$ cat src/rtl/pacer_pkg.sv
// Shared constants and helpers for the sample pacer: sample width, default sizing and the
// occupancy-counter width function.
package pacer_pkg;

  localparam int unsigned SAMPLE_W      = 8;
  localparam int unsigned DEFAULT_DEPTH = 8;
  localparam int unsigned DEFAULT_GAP   = 6;

  // Occupancy must represent 0..depth inclusive, hence the extra bit.
  function automatic int unsigned level_w(input int unsigned depth);
    return $clog2(depth) + 1;
  endfunction

endpackage

$ cat src/rtl/sync_fifo.sv
// Single-clock FIFO with registered occupancy; the head is read combinationally from storage
// so the consumer can register it on the pop edge.
module sync_fifo
  import pacer_pkg::*;
#(
  parameter int unsigned WIDTH = SAMPLE_W,
  parameter int unsigned DEPTH = DEFAULT_DEPTH
) (
  input  logic                      clk,
  input  logic                      rst,
  input  logic                      push,
  input  logic                      pop,
  input  logic [WIDTH-1:0]          wdata,
  output logic [WIDTH-1:0]          rdata,
  output logic                      full,
  output logic                      empty,
  output logic [level_w(DEPTH)-1:0] level
);

  localparam int unsigned AW = $clog2(DEPTH);
  localparam int unsigned LW = level_w(DEPTH);

  logic [WIDTH-1:0] mem [DEPTH];
  logic [AW-1:0]    wptr_q, rptr_q;
  logic [LW-1:0]    level_q;
  logic             do_push, do_pop;

  assign full    = (level_q == LW'(DEPTH));
  assign empty   = (level_q == '0);
  assign do_push = push && !full;
  assign do_pop  = pop && !empty;
  assign rdata   = mem[rptr_q];
  assign level   = level_q;

  // Pointers are exactly AW bits, so wrap modulo DEPTH is implicit for power-of-two depths.
  always_ff @(posedge clk) begin
    if (rst) begin
      wptr_q  <= '0;
      rptr_q  <= '0;
      level_q <= '0;
    end else begin
      if (do_push) wptr_q <= wptr_q + 1'b1;
      if (do_pop)  rptr_q <= rptr_q + 1'b1;
      unique case ({do_push, do_pop})
        2'b10:   level_q <= level_q + 1'b1;
        2'b01:   level_q <= level_q - 1'b1;
        default: level_q <= level_q;
      endcase
    end
  end

  // Storage is deliberately left unreset.
  always_ff @(posedge clk) begin
    if (do_push) mem[wptr_q] <= wdata;
  end

endmodule

$ cat src/rtl/sample_pacer.sv
// Buffers upstream samples and releases them to the FIR no more often than once every GAP
// cycles, as a registered sample plus a one-cycle data_en strobe.
module sample_pacer
  import pacer_pkg::*;
#(
  parameter int unsigned DEPTH = DEFAULT_DEPTH,
  parameter int unsigned GAP   = DEFAULT_GAP
) (
  input  logic                       clk,
  input  logic                       rst,
  input  logic signed [SAMPLE_W-1:0] in_data,
  input  logic                       in_valid,
  output logic                       in_ready,
  output logic signed [SAMPLE_W-1:0] data,
  output logic                       data_en,
  output logic [level_w(DEPTH)-1:0]  level,
  output logic                       overflow
);

  localparam int unsigned GW = (GAP > 1) ? $clog2(GAP) : 1;
  localparam logic [GW-1:0] GapReload = GW'(GAP - 1);

  logic [SAMPLE_W-1:0]        fifo_rdata;
  logic                       fifo_full, fifo_empty;
  logic                       push, pop;
  logic [GW-1:0]              gap_q, gap_d;
  logic signed [SAMPLE_W-1:0] data_q, data_d;
  logic                       data_en_q, data_en_d;
  logic                       overflow_q, overflow_d;

  sync_fifo #(
    .WIDTH (SAMPLE_W),
    .DEPTH (DEPTH)
  ) u_fifo (
    .clk   (clk),
    .rst   (rst),
    .push  (push),
    .pop   (pop),
    .wdata (in_data),
    .rdata (fifo_rdata),
    .full  (fifo_full),
    .empty (fifo_empty),
    .level (level)
  );

  // Full comes from the registered level, so a same-cycle pop never opens in_ready.
  assign in_ready = !fifo_full;
  assign push     = in_valid && in_ready;
  assign pop      = (gap_q == '0) && !fifo_empty;

  always_comb begin
    gap_d      = gap_q;
    data_d     = data_q;
    data_en_d  = 1'b0;
    overflow_d = overflow_q;
    if (pop) begin
      gap_d     = GapReload;
      data_d    = fifo_rdata;
      data_en_d = 1'b1;
    end else if (gap_q != '0) begin
      gap_d = gap_q - 1'b1;
    end
    if (in_valid && !in_ready) overflow_d = 1'b1;
  end

  always_ff @(posedge clk) begin
    if (rst) begin
      gap_q      <= '0;
      data_q     <= '0;
      data_en_q  <= 1'b0;
      overflow_q <= 1'b0;
    end else begin
      gap_q      <= gap_d;
      data_q     <= data_d;
      data_en_q  <= data_en_d;
      overflow_q <= overflow_d;
    end
  end

  assign data     = data_q;
  assign data_en  = data_en_q;
  assign overflow = overflow_q;

endmodule

$ cat config.mk
export PLATFORM = sky130hd
export DESIGN_NAME = sample_pacer
export DESIGN_NICKNAME = d
export VERILOG_FILES = /design/src/rtl/pacer_pkg.sv /design/src/rtl/sync_fifo.sv /design/src/rtl/sample_pacer.sv
export SDC_FILE = /design/constraint.sdc
export NUM_CORES = 1
export LEC_CHECK = 0
export ABC_AREA = 1
export CAP_MARGIN = 20
export CORE_MARGIN = 10
export CORE_UTILIZATION = 30
export DETAILED_ROUTE_END_ITERATION = 16
export SLEW_MARGIN = 10
export SYNTH_ARGS = -nofsm -noshare
export SYNTH_HDL_FRONTEND = slang
export SYNTH_SLANG_ARGS = --single-unit
export TNS_END_PERCENT = 20
$ cat constraint.sdc
create_clock -name clk -period 1.8 [get_ports clk]
set_input_delay 0.36 -clock clk [delete_from_list [all_inputs] [get_ports clk]]
set_output_delay 0.36 -clock clk [all_outputs]
set_load 0.05 [all_outputs]
==> impl_metrics.toml <==
[grt]
antenna_found_initial = 0
overflow = 0
grtUsageTotal_pct = 9.60
grt_pass1_wl_mm = 12.5
first_global_vias = 2433
grt_max_degree = 35

[place]
port_buffers = 25
hpwl_mm = 5.63
pre_cts_ws_ps = -166
gp_congestion = 0.790

[sta]
rsz0062_at_grt = "true"
fin_ws_ps = 40.5
fin_crit_sh_pct = 97.8
slew_violations = 0
tightest_slew_ps = 508
layout_min_cycle_time_ps = 1760
max_freq_ghz = 0.568
hold_viol_final = 0
finalSetupViolCount = 0
maxSlewHeadroom_pct = 66.1
final.setup_skew_ps = 12.2

[die]
dieArea_mm2 = 0.0171
die_h_um = 131
die_w_um = 131
rows = 40
core_area_mm2 = 0.0120
pin_count = 26
start_util_pct = 30.6

[route]
ant_nets = 0
vias = 2517
drt-wirelength-per-cell_um = 14.5
firstDrtPassIters = 4
wl_mm = 7.92
routed_via_density = 4.62
drt_iter0_drc = 225
drc = 0

[clock_tree]
clock_sinks = 87
clk_pin_slew_ps = 70
clock-root-buffer = "clkbuf_16"
numCtsBuffers = 9
cts_tree = "yes"
clk_path_buf_depth = 2
cts_hold_buf = 0
h-tree-depth = 3
clk_latency_ps = 340

[yosys]
syn_nets = 363
synth_edf_count = 64
syn-cell-area_mm2 = 0.00368
syn_inst = 344
ys_ff_latch = 87
synth_warnings = 0
ys_seq_area_share_pct = 64.8
synthDistinctLibCells = 26
async_flop_share_pct = 0
syn_area_per_cell_um2 = 10.7
ys.flop_type = "edfxtp_1"

[min_path]
holdPathEnd = "overflow"
holdPathStages = 2
hold_path.startpoint = "overflow"
worstHoldPathType = "flop to flop"

[setup_path]
r2r_start = "u_fifo.level[0]"
cp.arrival_ps = 2030
critPathRequiredTime_ps = 2070
cp_max_fo = 4
cp_slowest_cell = "dfxtp_4"
r2r_slack_ps = 40
crit_top_cell = "nand2_1"
cp-start-kind = "flop"
crit_family = "simple AND/OR/NAND/NOR gates"
worstPathCellList = "nor2_4, nand3_4, nand2_4, inv_4, ha_4, ha_4, or2_4, nand2_2, nand2_1, nand2_1, nand2_1, a21oi_1"
critPathKind = "flop to flop"
reg2reg_to = "u_fifo.level[3]"
reg2reg_depth = 12
critical_path.max_stage_delay_ps = 360
cp_num_buf_inv = 1
end_kind = "flop"

[power_and_ir_drop]
p_leak_nw = 1.77
power_density_mw_per_mm2 = 1550
peakVddDrop_uv = 492

[cells_and_area]
n_antenna_cell = 0
drive_above_1_share_pct = 24.1
fin_util_pct = 38.1
fin_nets = 412
area_growth_syn_to_layout_pct = 24.3

[run_status]
status = "finished clean"

[flow_run]
cap_violations = 0
sequential cells by signal, indices dropped and copies added, names as in the netlist:
signal and cells:
data 8, u_fifo.wptr_q 3, data_en 1, u_fifo.level 4, u_fifo.rptr_q 3, gap_q 3, u_fifo.mem 64, overflow 1
final cells by class:
type	count	area [µm²]
clock buffer	9	225
clock inverter	7	75.1
multi-input combinational	221	1170
tap	147	184
sequential	87	2400
inverter	21	83.8
fill	1175	7440
timing repair buffer	53	435
through the flow:
step	setup TNS (ps)	power (mW)	cell area, µm²	hold WS (ps)	cells
after detailed placement	-7070	5.08	4180	443	523
after global placement	-7100	5.03	4180	437	523
after global routing	-154	7.51	4570	486	545
after floorplan	-1990	4.40	3730	438	344
after CTS	0	7.01	4520	455	541
final	0	7.09	4570	454	545
worst max-delay path by stage:
stage / from / endpoint / slack (ps) / cells after the start
after detailed placement: in_valid / u_fifo.level[3] / -170 / 10
after floorplan: u_fifo.level[2] / u_fifo.mem[0][0] / -60 / 5
after global routing: u_fifo.level[0] / u_fifo.level[3] / -90 / 13
final: u_fifo.level[0] / u_fifo.level[3] / 40 / 12
after global placement: in_valid / u_fifo.mem[6][6] / -140 / 6
after CTS: u_fifo.level[1] / u_fifo.level[3] / 5 / 13
repair_timing:
action,CTS,global route
gates cloned,0,0
resized for setup,9,8
pin swaps,5,6
buffers inserted,2,4
setup endpoints to repair,2,30
cell usage in the layout (no fill, tap or decap), types with 3 or more instances in the layout:
master / n
dfxtp_4: 4
buf_4: 42
inv_8: 3
clkdlybuf4s50_1: 10
nand2_1: 60
nor2_1: 56
nand3_1: 33
ha_1: 4
nand2_2: 4
a21oi_1: 10
inv_2: 7
o21ai_0: 28
dfxtp_1: 17
inv_1: 12
clkbuf_16: 9
ha_4: 3
o21ai_1: 4
nor2_4: 3
edfxtp_1: 64
synthesized netlist by cell type, types with 2 or more instances:
cell type,instances,area (µm²)
dfxtp_1,23,460
nor2_4,3,33.8
inv_1,18,67.6
ha_1,7,87.6
nand2_4,2,22.5
buf_6,6,67.6
buf_2,5,25.0
edfxtp_1,64,1920
nand3_2,2,20.0
a21oi_1,10,50.1
nand3_1,33,165
a21oi_2,2,17.5
nor2_1,57,214
xor2_1,2,17.5
nand2_1,63,236
buf_4,4,30.0
inv_2,3,11.3
or2_2,2,12.5
o21ai_1,3,15.0
o21ai_0,29,145
worst min-delay path, delay by kind of cell (launching register included):
family / cells / cell delay [ps]
AOI/OAI and AO/OA: 1 / 50
DFF: 1 / 320
buffers and inverters: 1 / 50
power by group:
part	leakage [nW]	total [mW]	internal, mW	switching [mW]
logic	0.849	2.65	0.991	1.66
clock network	0.145	1.83	0.984	0.850
registers	0.773	2.60	2.44	0.168
total	1.77	7.09	4.41	2.67
cells by family (layout without fill, tap and decap cells):
logic type | count (synthesis) | count (layout) | share of synthesized area, %
buffers and inverters | 36 | 90 | 5.48
xor gates and xnor gates | 3 | 3 | 0.715
adders and majority gates | 8 | 8 | 2.93
DFF | 87 | 87 | 64.8
and+or+nand+nor | 165 | 165 | 19.7
AOI/OAI and AO/OA | 45 | 45 | 6.36
per-layer routing:
metal | part of all wire (%) | wire length, µm | vias up | global-route usage, %
met5 | 0 | 0 | - | 0
met1 | 48 | 3800 | 1187 | 12.8
met3 | 5.7 | 451 | 9 | 2.62
li1 | - | - | 1257 | -
met4 | 1.2 | 98 | 0 | 3.34
met2 | 45 | 3560 | 64 | 14.7
No activity file was read; power rests on OpenSTA's default activity.
